===== config.mk =====
export PLATFORM = sky130hd
export DESIGN_NAME = spi_master
export DESIGN_NICKNAME = d
export VERILOG_FILES = /design/src/rtl/spi_pkg.sv /design/src/rtl/spi_sclk_gen.sv /design/src/rtl/spi_master.sv
export SDC_FILE = /design/constraint.sdc
export NUM_CORES = 1
export LEC_CHECK = 0
export ABC_AREA = 0
export CAP_MARGIN = 20
export CORE_MARGIN = 2
export CORE_UTILIZATION = 56
export DETAILED_ROUTE_END_ITERATION = 7
export PLACE_DENSITY = 0.83
export REMOVE_ABC_BUFFERS = 1
export SETUP_SLACK_MARGIN = 0.2
export SYNTH_ARGS = -nofsm -noshare
export SYNTH_HDL_FRONTEND = slang
export SYNTH_SLANG_ARGS = --single-unit

===== constraint.sdc =====
create_clock -name clk -period 3.1 [get_ports clk]
set_clock_uncertainty 0.2 [all_clocks]
set_input_delay 0.465 -clock clk [delete_from_list [all_inputs] [get_ports clk]]
set_output_delay 0.465 -clock clk [all_outputs]
set_load 0.005 [all_outputs]

===== src/rtl/spi_pkg.sv =====
// Shared definitions for the SPI master: FSM state encoding and default rates.
//   IDLE..DONE  : transfer sequencing states
//   SPI_CLK_DIV_DEFAULT : clk cycles per sclk half-period (24 MHz clk -> 2.4 MHz sclk)
//   SPI_DATA_W_DEFAULT  : bits per transfer
package spi_pkg;

  typedef enum logic [2:0] {
    IDLE     = 3'd0,
    SETUP    = 3'd1,
    TRANSFER = 3'd2,
    HOLD     = 3'd3,
    DONE     = 3'd4
  } spi_state_e;

  localparam int unsigned SPI_CLK_DIV_DEFAULT = 5;
  localparam int unsigned SPI_DATA_W_DEFAULT  = 16;

endpackage


===== src/rtl/spi_sclk_gen.sv =====
// Half-period tick counter and registered sclk level for the SPI master.
// Ports:
//   clk, reset : system clock, synchronous active-high reset
//   run        : tick counter enabled (SETUP/TRANSFER/HOLD)
//   toggle_en  : sclk toggles on each tick (TRANSFER only); otherwise sclk = CPOL
//   tick_c     : last clk cycle of a CLK_DIV half-period (combinational)
//   lead_c     : tick that moves sclk away from idle (combinational)
//   trail_c    : tick that returns sclk to idle (combinational)
//   sclk       : registered serial clock level
module spi_sclk_gen
  import spi_pkg::*;
#(
  parameter int unsigned CLK_DIV = SPI_CLK_DIV_DEFAULT,
  parameter bit          CPOL    = 1'b0
) (
  input  logic clk,
  input  logic reset,
  input  logic run,
  input  logic toggle_en,
  output logic tick_c,
  output logic lead_c,
  output logic trail_c,
  output logic sclk
);

  localparam int unsigned CNT_W = (CLK_DIV > 1) ? $clog2(CLK_DIV) : 1;

  logic [CNT_W-1:0] cnt;

  // Edge strobes are qualified by the current sclk level so they fire on the
  // same clk edge that updates sclk.
  assign tick_c  = run && (cnt == CNT_W'(CLK_DIV - 1));
  assign lead_c  = tick_c && toggle_en && (sclk == CPOL);
  assign trail_c = tick_c && toggle_en && (sclk != CPOL);

  // Tick counter restarts each half-period; held at zero while idle.
  always_ff @(posedge clk) begin
    if (reset) begin
      cnt  <= '0;
      sclk <= CPOL;
    end else begin
      if (!run || tick_c) begin
        cnt <= '0;
      end else begin
        cnt <= cnt + CNT_W'(1);
      end
      if (!toggle_en) begin
        sclk <= CPOL;
      end else if (tick_c) begin
        sclk <= ~sclk;
      end
    end
  end

endmodule


===== src/rtl/spi_master.sv =====
// SPI master: one DATA_W-bit full-duplex transfer per accepted start request.
// Ports:
//   clk, reset     : system clock, synchronous active-high reset
//   start_transfer : request, accepted only in IDLE
//   data_to_tx     : word to send, captured on acceptance
//   data_rx        : last received word, updated on entry to DONE
//   transfer_done  : one-cycle completion pulse (DONE state)
//   transfer_busy  : high from SETUP through HOLD
//   sclk, mosi, cs : serial clock, master data out, chip select (all registered)
//   miso           : slave data in
module spi_master
  import spi_pkg::*;
#(
  parameter int unsigned DATA_W    = SPI_DATA_W_DEFAULT,
  parameter int unsigned CLK_DIV   = SPI_CLK_DIV_DEFAULT,
  parameter bit          CPOL      = 1'b0,
  parameter bit          CPHA      = 1'b0,
  parameter bit          LSB_FIRST = 1'b1,
  parameter bit          CS_ACTIVE = 1'b0
) (
  input  logic              clk,
  input  logic              reset,
  input  logic              start_transfer,
  input  logic [DATA_W-1:0] data_to_tx,
  output logic [DATA_W-1:0] data_rx,
  output logic              transfer_done,
  output logic              transfer_busy,
  output logic              sclk,
  output logic              mosi,
  input  logic              miso,
  output logic              cs
);

  localparam int unsigned BIT_W = $clog2(DATA_W);

  spi_state_e        state;
  spi_state_e        state_nxt;
  logic [DATA_W-1:0] tx_sr;
  logic [DATA_W-1:0] rx_sr;
  logic [BIT_W-1:0]  bit_cnt;

  logic run;
  logic toggle_en;
  logic tick_c;
  logic lead_c;
  logic trail_c;
  logic accept;
  logic shift_edge;
  logic sample_edge;
  logic last_bit;
  logic active_nxt;

  // Next bit to drive, given the configured bit order.
  function automatic logic first_bit(input logic [DATA_W-1:0] w);
    return LSB_FIRST ? w[0] : w[DATA_W-1];
  endfunction

  // Drop the bit just driven.
  function automatic logic [DATA_W-1:0] shift_out(input logic [DATA_W-1:0] w);
    return LSB_FIRST ? (w >> 1) : (w << 1);
  endfunction

  // Insert a received bit so the first bit lands at the configured end.
  function automatic logic [DATA_W-1:0] shift_in(input logic [DATA_W-1:0] w, input logic b);
    return LSB_FIRST ? {b, w[DATA_W-1:1]} : {w[DATA_W-2:0], b};
  endfunction

  spi_sclk_gen #(
    .CLK_DIV (CLK_DIV),
    .CPOL    (CPOL)
  ) u_sclk_gen (
    .clk       (clk),
    .reset     (reset),
    .run       (run),
    .toggle_en (toggle_en),
    .tick_c    (tick_c),
    .lead_c    (lead_c),
    .trail_c   (trail_c),
    .sclk      (sclk)
  );

  assign run         = (state == SETUP) || (state == TRANSFER) || (state == HOLD);
  assign toggle_en   = (state == TRANSFER);
  assign accept      = (state == IDLE) && start_transfer;
  // CPHA=0 samples on the leading edge and shifts on the trailing edge; CPHA=1 swaps them.
  assign shift_edge  = CPHA ? lead_c : trail_c;
  assign sample_edge = CPHA ? trail_c : lead_c;
  assign last_bit    = (bit_cnt == BIT_W'(DATA_W - 1));
  assign active_nxt  = (state_nxt == SETUP) || (state_nxt == TRANSFER) || (state_nxt == HOLD);

  // State register.
  always_ff @(posedge clk) begin
    if (reset) begin
      state <= IDLE;
    end else begin
      state <= state_nxt;
    end
  end

  // Next-state logic.
  always_comb begin
    state_nxt = state;
    unique case (state)
      IDLE:     if (start_transfer)      state_nxt = SETUP;
      SETUP:    if (tick_c)              state_nxt = TRANSFER;
      TRANSFER: if (trail_c && last_bit) state_nxt = HOLD;
      HOLD:     if (tick_c)              state_nxt = DONE;
      DONE:                              state_nxt = IDLE;
      default:                           state_nxt = IDLE;
    endcase
  end

  // Shift registers, bit counter and registered outputs (decoded from next state).
  always_ff @(posedge clk) begin
    if (reset) begin
      tx_sr         <= '0;
      rx_sr         <= '0;
      bit_cnt       <= '0;
      data_rx       <= '0;
      transfer_done <= 1'b0;
      transfer_busy <= 1'b0;
      cs            <= ~CS_ACTIVE;
      mosi          <= 1'b0;
    end else begin
      transfer_done <= (state_nxt == DONE);
      transfer_busy <= active_nxt;
      cs            <= active_nxt ? CS_ACTIVE : ~CS_ACTIVE;
      if (accept) begin
        bit_cnt <= '0;
        rx_sr   <= '0;
        // CPHA=0 must present the first bit before the first (sampling) edge.
        if (CPHA) begin
          tx_sr <= data_to_tx;
          mosi  <= 1'b0;
        end else begin
          tx_sr <= shift_out(data_to_tx);
          mosi  <= first_bit(data_to_tx);
        end
      end else begin
        if (shift_edge) begin
          mosi  <= first_bit(tx_sr);
          tx_sr <= shift_out(tx_sr);
        end
        if (sample_edge) begin
          rx_sr <= shift_in(rx_sr, miso);
        end
        // Counts completed bits; saturates at the last bit so it never wraps.
        if (trail_c && !last_bit) begin
          bit_cnt <= bit_cnt + BIT_W'(1);
        end
        if (state_nxt == DONE) begin
          data_rx <= rx_sr;
          mosi    <= 1'b0;
          bit_cnt <= '0;
        end
      end
    end
  end

endmodule


==> out/metrics.cfg <==
[timing]
max_freq_ghz = 0.480
period_minus_slack_ns = 2.08
worstMarginPinSlew_ns = 0.650
finalSetupViolations = 0
rsz0062_at_grt = false
setup_ws_ns = 1.02
max_slew_margin = 0.567
drv_slew = 0
finalHoldViolations = 0
fin_crit_sh = 0.673
tns_ns = 0

[worst_setup_path]
start_kind = flop
reg2reg_depth = 6
critPathCaptureType = flop
crit_fanout = 19
crit_required_ns = 3.13
critical_path_class = flop to flop
critPathArrivalTime_ns = 2.12

[final_layout]
area_growth_pct = 21.2
nets = 337
stdcell_area_um2 = 3040
drive_above_1_share = 0.0696
diodes = 0

[routing]
drt_pass1_iterations = 4
drc = 0
ant_nets = 0
via_per_inst = 5.43
avgRoutedWirePerCell_um = 13.6
finalWirelength_mm = 5.00
num_vias = 2000
drtIter0Drc = 108

[place]
gp_congestion = 0.777
place_ws_ns = 0.788
placed_area_um2 = 2840
dp_hpwl_mm = 3.24
port_buffers = 40

[global_routing]
grt-ovfl-total = 0
grt.busiest_layer = met2
grt_pass1_wl_mm = 8.44
globalRouteMet1Util = 0.277
grt_use_met3 = 0.0470
grt_usage = 0.214
grt_use_met2 = 0.339
grt_pass1_vias = 1881
antenna_found_initial = 0
grt_max_degree = 27

[logic_synthesis]
synth-seq-cells = 62
yosysSeqAreaShare = 0.495
synth_area_leaders = dfxtp_1 (50%), nand2_1 (9.9%), mux2i_1 (6.8%)
avgSynthCellArea_um2 = 8.99
ys.flop_type = dfxtp_1
synth_top_area_share = 0.495
synth_edf_count = 0
synth_most_common_cell = nand2_1
yosysWarningCount = 0
ys_async_sr_fraction = 0
synth_common_cells = nand2_1 (66), dfxtp_1 (62), nor2_1 (24), a21oi_1 (19), mux2i_1 (17)
synthDistinctLibCells = 39
netlist_area_um2 = 2510
yosys.area.top_type = dfxtp_1
synthesis.instances = 279

[flow_run]
drv_cap = 0

[clocking]
path_clk_slew_ns = 0.06
clock-root-buffer = clkbuf_8
cts-resized-gates = 0
post_cts_buffers = 0
clock-sinks = 62
cts_buffers = 9
clk_path_buf_depth = 2
tritoncts = done
cts_max_level = 3
clkLatencyLatePin_ns = 0.34
ctsHoldBuffers = 0

[floorplanning]
core-area_um2 = 4320
std_cell_rows = 24
start_util = 0.580
num_io_pins = 41
fp.dieArea_um2 = 5030
dieHeight_um = 70.9
chipWidth_um = 70.9

[power_and_ir_drop]
irDropWorstVdd_uv = 321
powerDensity_nw_per_um2 = 537
p_total_uw = 1630
p_leak_uw = 0.00120

[worst_hold_path]
hold_path_depth = 2
min_path_type = flop to flop

[outcome]
status = finished clean

-- sequential cells by signal, summed over array words and instances (netlist names) --
| name | count |
|---|---|
| cs | 1 |
| transfer_busy | 1 |
| data_rx | 16 |
| u_sclk_gen.sclk | 1 |
| tx_sr | 15 |
| mosi | 1 |
| u_sclk_gen.cnt | 3 |
| bit_cnt | 4 |
| rx_sr | 16 |
| transfer_done | 1 |
| state | 3 |
-- power breakdown --
part	switching (uW)	internal [uW]
sequential	11.8	819
clock	280	424
combinational	47.5	49.8
total	339	1290
-- through the flow --
step / cells / hold WS, ns / util
3_5_place_dp: 355 / 0.248 / 0.657
2_1_floorplan: 260 / 0.217 / -
4_1_cts: 368 / 0.255 / 0.703
3_3_place_gp: 355 / 0.230 / 0.657
5_1_grt: 368 / 0.267 / 0.703
6_report: 368 / 0.252 / 0.703
-- area by class of cell --
type                       count  area (um^2)
multi-input combinational    193         1090
fill                         342         1290
timing repair buffer          43          423
clock buffer                  12          165
sequential                    62         1240
inverter                       5         18.8
clock inverter                 1         30.0
tap                           52         65.1
-- final timing paths --
kind / startpoint / end / slack, ns
worst max-delay path: u_sclk_gen.cnt[0]$_SDFF_PP0_ / bit_cnt[3]$_SDFFE_PP0P_ / 1.02
worst min-delay path: data_rx[1]$_SDFFE_PP0P_ / data_rx[1]$_SDFFE_PP0P_ / 0.25
worst max register to register: u_sclk_gen.cnt[0]$_SDFF_PP0_ / bit_cnt[3]$_SDFFE_PP0P_ / 1.02
worst min register to register: data_rx[1]$_SDFFE_PP0P_ / data_rx[1]$_SDFFE_PP0P_ / 0.25
-- per-layer routing --
metal  share of wire  vias up
met2            0.45       55
met5               0        -
li1                -     1012
met1            0.48      922
met4           0.020        0
met3           0.050       11
-- logic make-up (layout without fill, tap and decap cells) --
family                   count (synthesis)  count (layout)  synth area share
AO/OA/AOI/OAI                           57              57             0.135
AND/OR/NAND/NOR                        112             112             0.205
multiplexers                            17              17            0.0679
XOR/XNOR                                 4               4            0.0140
flip-flops                              62              62             0.495
adder cells (fa/ha/maj)                  3               3            0.0150
buffers and inverters                   24              61            0.0684
-- critical path, cell delays in order (launching register included) --
cell and delay (ns):
dfxtp_1 0.33, inv_1 0.06, ha_1 0.19, and3_1 0.31
nand3b_2 0.38, nand3_1 0.33, o21ba_2 0.19
-- cells in the final DEF (no fill, tap or decap), types with 4 or more instances in the layout --
| master | netlist | routed |
|---|---|---|
| inv_1 | 5 | 5 |
| mux2i_1 | 17 | 17 |
| and3_1 | 4 | 4 |
| clkbuf_8 | 0 | 12 |
| a21oi_1 | 19 | 19 |
| clkdlybuf4s50_1 | 0 | 40 |
| nor2_1 | 24 | 24 |
| a31oi_1 | 14 | 14 |
| o21ai_0 | 14 | 14 |
| nand2_1 | 66 | 66 |
| dfxtp_1 | 62 | 62 |
Power figures use the tool's default switching activity.
